<file path="src/rtl/ex_stage.sv">
// Execute stage: ALU, branch resolution, multi-cycle divider, EX/MEM register.
// In: ID_EX_* operands/control, hazard_stall. Out: EX_MEM_*, ex_busy, redirect.
module ex_stage (
  input  logic        clk,
  input  logic        reset_n,
  input  logic        hazard_stall,
  input  logic        ID_EX_enable_out,
  input  logic [31:0] ID_EX_PC,
  input  logic [31:0] ID_EX_Rs1Data,
  input  logic [31:0] ID_EX_Rs2Data,
  input  logic [31:0] ID_EX_Imm,
  input  logic [4:0]  ID_EX_Rd,
  input  logic [4:0]  ID_EX_ALUOp,
  input  logic        ID_EX_ALUSrc,
  input  logic        ID_EX_Branch,
  input  logic        ID_EX_Jump,
  input  logic        ID_EX_JalrSel,
  input  logic [2:0]  ID_EX_BrFunct3,
  input  logic        ID_EX_MemRead,
  input  logic        ID_EX_MemWrite,
  input  logic        ID_EX_MemToReg,
  input  logic        ID_EX_RegWrite,
  output logic [31:0] EX_MEM_PC,
  output logic [31:0] EX_MEM_ALUResult,
  output logic [31:0] EX_MEM_WriteData,
  output logic [4:0]  EX_MEM_Rd,
  output logic        EX_MEM_MemRead,
  output logic        EX_MEM_MemWrite,
  output logic        EX_MEM_MemToReg,
  output logic        EX_MEM_RegWrite,
  output logic        EX_MEM_enable_out,
  output logic        ex_busy,
  output logic        branch_taken,
  output logic [31:0] branch_target
);

  typedef enum logic [1:0] {
    IDLE,
    RUN,
    DONE
  } state_t;

  state_t state, state_nx;

  logic [31:0] op_a, op_b, pc_4;
  logic [31:0] alu_res;
  logic [4:0]  shamt;
  logic        m_sa, m_sb;
  logic [63:0] m_a, m_b, m_p;
  logic        cond;
  logic        valid_issue;
  logic        is_div;
  logic        div_issue;

  assign op_a  = ID_EX_Rs1Data;
  assign op_b  = ID_EX_ALUSrc ? ID_EX_Imm : ID_EX_Rs2Data;
  assign pc_4  = ID_EX_PC + 32'd4;
  assign shamt = op_b[4:0];

  // One 64-bit multiplier; operand signedness picks MULH/MULHSU/MULHU.
  assign m_sa = (ID_EX_ALUOp == 5'd13) | (ID_EX_ALUOp == 5'd14);
  assign m_sb = (ID_EX_ALUOp == 5'd13);
  assign m_a  = {{32{m_sa & op_a[31]}}, op_a};
  assign m_b  = {{32{m_sb & op_b[31]}}, op_b};
  assign m_p  = m_a * m_b;

  always_comb begin
    alu_res = '0;
    case (ID_EX_ALUOp)
      5'd0:  alu_res = op_a + op_b;
      5'd1:  alu_res = op_a - op_b;
      5'd2:  alu_res = op_a << shamt;
      5'd3:  alu_res = {31'd0, $signed(op_a) < $signed(op_b)};
      5'd4:  alu_res = {31'd0, op_a < op_b};
      5'd5:  alu_res = op_a ^ op_b;
      5'd6:  alu_res = op_a >> shamt;
      5'd7:  alu_res = $signed(op_a) >>> shamt;
      5'd8:  alu_res = op_a | op_b;
      5'd9:  alu_res = op_a & op_b;
      5'd10: alu_res = op_b;
      5'd11: alu_res = ID_EX_PC + op_b;
      5'd12: alu_res = m_p[31:0];
      5'd13: alu_res = m_p[63:32];
      5'd14: alu_res = m_p[63:32];
      5'd15: alu_res = m_p[63:32];
      default: alu_res = '0;
    endcase
    if (ID_EX_Jump)
      alu_res = pc_4;
  end

  always_comb begin
    cond = 1'b0;
    case (ID_EX_BrFunct3)
      3'b000: cond = ID_EX_Rs1Data == ID_EX_Rs2Data;
      3'b001: cond = ID_EX_Rs1Data != ID_EX_Rs2Data;
      3'b100: cond = $signed(ID_EX_Rs1Data) < $signed(ID_EX_Rs2Data);
      3'b101: cond = $signed(ID_EX_Rs1Data) >= $signed(ID_EX_Rs2Data);
      3'b110: cond = ID_EX_Rs1Data < ID_EX_Rs2Data;
      3'b111: cond = ID_EX_Rs1Data >= ID_EX_Rs2Data;
      default: cond = 1'b0;
    endcase
  end

  assign valid_issue = ID_EX_enable_out & ~hazard_stall & (state == IDLE);
  assign is_div      = ID_EX_ALUOp[4:2] == 3'b100;
  assign div_issue   = valid_issue & is_div;
  assign ex_busy     = div_issue | (state == RUN);

  assign branch_taken  = valid_issue &
                         (ID_EX_Jump | (ID_EX_Branch & cond));
  assign branch_target = ID_EX_JalrSel ?
                         ((op_a + ID_EX_Imm) & ~32'd1) :
                         (ID_EX_PC + ID_EX_Imm);

  // Divider: operands latched as magnitudes, sign fixed up at writeback.
  logic [31:0] div_q, div_d, div_r;
  logic [4:0]  div_cnt;
  logic        div_sq, div_sr, div_zero, div_rem;
  logic [4:0]  div_rd;
  logic [31:0] div_pc, div_wd;
  logic        div_mr, div_mw, div_m2r, div_rw;

  logic        d_sgn, d_na, d_nb;
  logic [31:0] d_abs_a, d_abs_b;
  logic [32:0] r_sh, diff;
  logic [31:0] quot, remd, div_res;

  assign d_sgn   = ~ID_EX_ALUOp[0];
  assign d_na    = d_sgn & op_a[31];
  assign d_nb    = d_sgn & op_b[31];
  assign d_abs_a = d_na ? 32'd0 - op_a : op_a;
  assign d_abs_b = d_nb ? 32'd0 - op_b : op_b;

  assign r_sh = {div_r, div_q[31]};
  assign diff = r_sh - {1'b0, div_d};

  assign quot    = div_zero ? 32'hFFFF_FFFF :
                   (div_sq ? 32'd0 - div_q : div_q);
  assign remd    = div_sr ? 32'd0 - div_r : div_r;
  assign div_res = div_rem ? remd : quot;

  always_comb begin
    state_nx = state;
    unique case (state)
      IDLE: if (div_issue) state_nx = RUN;
      RUN:  if (div_cnt == 5'd31) state_nx = DONE;
      DONE: if (!hazard_stall) state_nx = IDLE;
      default: state_nx = IDLE;
    endcase
  end

  always_ff @(posedge clk or negedge reset_n) begin
    if (!reset_n)
      state <= IDLE;
    else
      state <= state_nx;
  end

  always_ff @(posedge clk or negedge reset_n) begin
    if (!reset_n) begin
      div_q    <= '0;
      div_d    <= '0;
      div_r    <= '0;
      div_cnt  <= '0;
      div_sq   <= 1'b0;
      div_sr   <= 1'b0;
      div_zero <= 1'b0;
      div_rem  <= 1'b0;
      div_rd   <= '0;
      div_pc   <= '0;
      div_wd   <= '0;
      div_mr   <= 1'b0;
      div_mw   <= 1'b0;
      div_m2r  <= 1'b0;
      div_rw   <= 1'b0;
    end else if (state == IDLE) begin
      if (div_issue) begin
        div_q    <= d_abs_a;
        div_d    <= d_abs_b;
        div_r    <= '0;
        div_cnt  <= '0;
        div_sq   <= d_na ^ d_nb;
        div_sr   <= d_na;
        div_zero <= (op_b == 32'd0) & ~ID_EX_ALUOp[1];
        div_rem  <= ID_EX_ALUOp[1];
        div_rd   <= ID_EX_Rd;
        div_pc   <= ID_EX_PC;
        div_wd   <= ID_EX_Rs2Data;
        div_mr   <= ID_EX_MemRead;
        div_mw   <= ID_EX_MemWrite;
        div_m2r  <= ID_EX_MemToReg;
        div_rw   <= ID_EX_RegWrite;
      end
    end else if (state == RUN) begin
      div_cnt <= div_cnt + 5'd1;
      if (!diff[32]) begin
        div_r <= diff[31:0];
        div_q <= {div_q[30:0], 1'b1};
      end else begin
        div_r <= r_sh[31:0];
        div_q <= {div_q[30:0], 1'b0};
      end
    end
  end

  always_ff @(posedge clk or negedge reset_n) begin
    if (!reset_n) begin
      EX_MEM_PC         <= '0;
      EX_MEM_ALUResult  <= '0;
      EX_MEM_WriteData  <= '0;
      EX_MEM_Rd         <= '0;
      EX_MEM_MemRead    <= 1'b0;
      EX_MEM_MemWrite   <= 1'b0;
      EX_MEM_MemToReg   <= 1'b0;
      EX_MEM_RegWrite   <= 1'b0;
      EX_MEM_enable_out <= 1'b0;
    end else if (hazard_stall) begin
      EX_MEM_PC         <= '0;
      EX_MEM_ALUResult  <= '0;
      EX_MEM_WriteData  <= '0;
      EX_MEM_Rd         <= '0;
      EX_MEM_MemRead    <= 1'b0;
      EX_MEM_MemWrite   <= 1'b0;
      EX_MEM_MemToReg   <= 1'b0;
      EX_MEM_RegWrite   <= 1'b0;
      EX_MEM_enable_out <= 1'b1;
    end else if (state == DONE) begin
      EX_MEM_PC         <= div_pc;
      EX_MEM_ALUResult  <= div_res;
      EX_MEM_WriteData  <= div_wd;
      EX_MEM_Rd         <= div_rd;
      EX_MEM_MemRead    <= div_mr;
      EX_MEM_MemWrite   <= div_mw;
      EX_MEM_MemToReg   <= div_m2r;
      EX_MEM_RegWrite   <= div_rw;
      EX_MEM_enable_out <= 1'b1;
    end else if (state == RUN || div_issue) begin
      EX_MEM_enable_out <= 1'b0;
    end else if (ID_EX_enable_out) begin
      EX_MEM_PC         <= ID_EX_PC;
      EX_MEM_ALUResult  <= alu_res;
      EX_MEM_WriteData  <= ID_EX_Rs2Data;
      EX_MEM_Rd         <= ID_EX_Rd;
      EX_MEM_MemRead    <= ID_EX_MemRead;
      EX_MEM_MemWrite   <= ID_EX_MemWrite;
      EX_MEM_MemToReg   <= ID_EX_MemToReg;
      EX_MEM_RegWrite   <= ID_EX_RegWrite;
      EX_MEM_enable_out <= 1'b1;
    end else begin
      EX_MEM_enable_out <= 1'b0;
    end
  end

endmodule

</file>
<file path="config.mk">
export PLATFORM = sky130hd
export DESIGN_NAME = ex_stage
export DESIGN_NICKNAME = d
export VERILOG_FILES = /design/src/rtl/ex_stage.sv
export SDC_FILE = /design/constraint.sdc
export NUM_CORES = 2
export LEC_CHECK = 0
export CORE_MARGIN = 2
export CORE_UTILIZATION = 43
export CTS_CLUSTER_SIZE = 30
export DETAILED_ROUTE_END_ITERATION = 10
export PLACE_DENSITY = 0.57
export RECOVER_POWER = 100
export SETUP_SLACK_MARGIN = 0.4
export SLEW_MARGIN = 20
export SYNTH_ARGS = -nofsm -noshare
export SYNTH_HDL_FRONTEND = slang
export SYNTH_SLANG_ARGS = --single-unit
</file>
<file path="constraint.sdc">
create_clock -name clk -period 4.3 [get_ports clk]
set_input_delay 0.43 -clock clk [delete_from_list [all_inputs] [get_ports clk]]
set_output_delay 0.43 -clock clk [all_outputs]
set_load 0.01 [all_outputs]
</file>
==> flow_metrics.py <==
metrics = {
    "routing": {
        "routed_wirelength_mm": 398,
        "routed_wire_length_per_instance_um": 31.9,
        "dr.first_iter.drc_count": 8468,
        "drt_first_pass_iters": 6,
        "drt.antenna.violating_nets": 0,
        "route.vias.total": 74000,
        "detail_route.drc_violations": 0,
        "avgViaCountPerCell": 5.94,
    },
    "synthesis": {
        "synth_enable_flop_cells": 0,
        "yosysUniqueCellTypes": 108,
        "leading_register_cell_type_out_of_synthesis": "sky130_fd_sc_hd__dfrtp_1",
        "netlist.area_leader.share_pct": 32.5,
        "syn_inst": 8495,
        "post_synthesis_register_bit_count": 286,
        "syn-cell-area_um2": 69500,
        "synth_area_leaders": "sky130_fd_sc_hd__fa_1, sky130_fd_sc_hd__dfrtp_1, sky130_fd_sc_hd__ha_1, sky130_fd_sc_hd__nand2_1, sky130_fd_sc_hd__inv_1",
        "syn-num-nets": 10300,
        "yosys.area.top_type": "sky130_fd_sc_hd__fa_1",
        "synthesis.yosys.warnings": 0,
        "yosysSeqAreaShare_pct": 10.3,
        "postSynth.asyncResetShare_pct": 100,
        "syn_avg_cell_area_um2": 8.19,
    },
    "layout": {
        "areaGrowthSynthToFinish_pct": 36.9,
        "final_core_utilization_pct": 59.3,
        "final_layout_size_suffix_gt1_share_pct": 26.7,
        "fin_cells": 12500,
        "final_nets": 12000,
    },
    "grt": {
        "global_route.usage.met1_pct": 60.1,
        "grt_first_pass_wirelength_mm": 550,
        "grt_pass1_vias": 73900,
        "globalRouteOverflowTotal": 0,
        "globalRoute.busiestLayer": "met2",
        "gr-usage-met2_pct": 67.8,
        "antenna_violations_before_repair": 51,
        "grt.total_usage_pct": 47.6,
        "global_route.usage.met3_pct": 16.5,
        "grt_max_degree": 165,
    },
    "clocking": {
        "ctsRootBufferMaster": "sky130_fd_sc_hd__clkbuf_16",
        "cts_buffers": 31,
        "clock_insertion_delay_worst_skew_ns": 0.62,
        "clkSinkCount": 286,
        "cts.reportedPaths.clkPinSlew_ns": 0.07,
        "total_number_of_h_tree_levels": 1,
        "max_clock_buf_depth": 3,
        "cts_tree": "yes",
    },
    "place": {
        "placement.io_buffers": 292,
        "gp_congestion": 1.12,
        "placed_cells": 12100,
        "hpwlAfterDp_mm": 323,
    },
    "status": {
        "violations": "capacitance limit, slew limit, setup timing",
        "status": "finished with violations",
    },
    "floorplanning": {
        "core_area_um2": 161000,
        "die_outline_height_um": 406,
        "chipWidth_um": 406,
        "core.rowCount": 147,
        "die_area_um2": 165000,
        "initial_util_pct": 43.3,
        "num_io_pins": 293,
    },
    "worst_setup_path": {
        "worst-path-max-fanout": 9,
        "cpMostUsedCell": "sky130_fd_sc_hd__fa_1",
        "crit_path_top_delay_cell": "sky130_fd_sc_hd__a2111o_2",
        "cp_slowest_stage_delay_ns": 0.62,
        "critPathRequiredTime_ns": 4.79,
        "worst_setup_path_end_kind": "register",
        "cp_data_arrival_time_ns": 8.69,
        "critPathLaunchType": "primary input",
        "timing_worst_setup_path_type": "primary input to register",
        "timing.reg2reg.setup_slack_ns": -0.54,
    },
    "sta": {
        "timing_worst_slew_pin_value_ns": 2.51,
        "number_of_failing_setup_endpoints_in_the_final_timing_report": 146,
        "grt_setup_unrepaired": "true",
        "finalWorstPathRequiredPeriod_ns": 8.20,
        "final_hold_viol_count": 0,
        "timing_max_transition_violations_final": 692,
        "timing.final.ws_setup_ns": -3.90,
        "max_freq_mhz": 122,
        "skew_ns": 0.0331,
        "post_route_fraction_of_the_period_consumed_by_the_critical_path_pct": 191,
        "maxSlewHeadroom_pct": -67.8,
    },
    "hold_path": {
        "hold_class": "primary input to register",
    },
    "run": {
        "maxCapViolCount": 10,
    },
}
-- synthesized netlist by cell type, types with 38 or more instances --
library cell and number:
sky130_fd_sc_hd__a211oi_1 73, sky130_fd_sc_hd__a21o_1 111, sky130_fd_sc_hd__a21oi_1 356, sky130_fd_sc_hd__a22oi_1 43, sky130_fd_sc_hd__a31oi_1 66, sky130_fd_sc_hd__and3_1 43
sky130_fd_sc_hd__buf_1 49, sky130_fd_sc_hd__buf_2 38, sky130_fd_sc_hd__clkbuf_1 407, sky130_fd_sc_hd__dfrtp_1 286, sky130_fd_sc_hd__fa_1 1130, sky130_fd_sc_hd__ha_1 473
sky130_fd_sc_hd__inv_1 1381, sky130_fd_sc_hd__mux2i_1 170, sky130_fd_sc_hd__nand2_1 1435, sky130_fd_sc_hd__nand2b_1 54, sky130_fd_sc_hd__nand3_1 99, sky130_fd_sc_hd__nand4_1 55
sky130_fd_sc_hd__nor2_1 619, sky130_fd_sc_hd__nor2b_1 39, sky130_fd_sc_hd__nor3_1 89, sky130_fd_sc_hd__o211ai_1 48, sky130_fd_sc_hd__o21a_1 52, sky130_fd_sc_hd__o21ai_0 354
sky130_fd_sc_hd__o21bai_1 42, sky130_fd_sc_hd__o22ai_1 38, sky130_fd_sc_hd__o31ai_1 117, sky130_fd_sc_hd__xnor2_1 203, sky130_fd_sc_hd__xor2_1 129
-- repair_timing --
item / CTS / global route
setup endpoints to repair: 89 / 83
endpoints found under the hold margin: 80 / 0
gates resized for setup: 796 / 400
pin swaps: 281 / 292
hold buffers: 1 / 0
cloned: 17 / 1
setup buffers: 194 / 70
-- kinds of logic (layout without fill, tap and decap cells) --
logic type	after synthesis	in the layout	synth area share, %
adder cells (fa/ha/maj)	1603	1603	41.0
multiplexers	205	205	3.37
flip-flops	286	286	10.3
AO/OA/AOI/OAI	1580	1580	14.9
other	0	24	0
AND/OR/NAND/NOR	2582	2582	15.7
XOR/XNOR	334	334	4.23
buffers and inverters	1905	3676	10.5
-- worst max-delay path: cells and delay by family --
family                     cells  cell delay (ns)
adders and majority gates      9             4.42
AOI/OAI and AO/OA              8             2.06
buffers and inverters         11             1.17
muxes                          1             0.39
xor gates and xnor gates       1             0.10
and+or+nand+nor                1             0.06
-- final timing paths --
path                                     startpoint                               end  cells past startpoint
max                                    ID_EX_ALUSrc  EX_MEM_ALUResult[27]$_DFFE_PN0P_                     31
min                                ID_EX_Rs2Data[0]             div_wd[0]$_DFFE_PN0P_                      4
max reg2reg                    state[1]$_DFFE_PN0P_  EX_MEM_ALUResult[10]$_DFFE_PN0P_                      6
min reg2reg                EX_MEM_Rd[3]$_DFFE_PN0P_          EX_MEM_Rd[3]$_DFFE_PN0P_                      2
max in group asynchronous                   reset_n         EX_MEM_PC[16]$_DFFE_PN0P_                      3
min in group asynchronous                   reset_n            div_pc[31]$_DFFE_PN0P_                      2
-- registers in the layout (all words and copies together) (netlist names), 32 cells and up --
signal,flops
div_d,32
EX_MEM_WriteData,32
EX_MEM_ALUResult,32
div_q,32
div_pc,32
EX_MEM_PC,32
div_wd,32
div_r,32
-- layout by cell type (no fill, tap or decap), types with 196 or more instances in the layout --
cell / Yosys / final
sky130_fd_sc_hd__inv_1: 1381 / 1272
sky130_fd_sc_hd__xnor2_1: 203 / 196
sky130_fd_sc_hd__fa_1: 1130 / 1044
sky130_fd_sc_hd__dfrtp_1: 286 / 286
sky130_fd_sc_hd__ha_1: 473 / 414
sky130_fd_sc_hd__a21oi_1: 356 / 303
sky130_fd_sc_hd__nor2_1: 619 / 578
sky130_fd_sc_hd__nand2_1: 1435 / 1377
sky130_fd_sc_hd__buf_4: 5 / 1580
sky130_fd_sc_hd__o21ai_0: 354 / 302
-- area by class of cell --
type | count | area [um2]
inverters | 1396 | 5410
repair buffers | 2223 | 20400
fillers | 14400 | 65400
diodes | 24 | 60.1
clock buffers | 36 | 815
multi-input cells | 6304 | 58400
well taps | 2160 | 2700
clock inverters | 21 | 277
flip-flops and latches | 286 | 7160
-- per-stage QoR --
| stage | setup WS, ns | TNS, ns | instance area (um2) | hold WS (ns) |
|---|---|---|---|---|
| 2_1_floorplan | -4.15 | -120.79 | 70200 | 0.134 |
| 3_3_place_gp | -5.53 | -171.47 | 87500 | 0.456 |
| 3_5_place_dp | -5.54 | -173.47 | 87500 | 0.462 |
| 4_1_cts | -3.74 | -111.15 | 93300 | 0.177 |
| 5_1_grt | -3.95 | -143.59 | 95200 | 0.236 |
| 6_report | -3.90 | -135.85 | 95200 | 0.206 |
-- routing by layer --
metal / vias to the layer above / part of all wire, %
li1: 30900 / -
met1: 37100 / 38
met2: 4638 / 41
met3: 1295 / 13
met4: 40 / 8.6
met5: - / 0.12
Power is left out: the tool's default activity adds up to more than one toggle a clock period on the data nets, which glitch-free logic cannot reach.
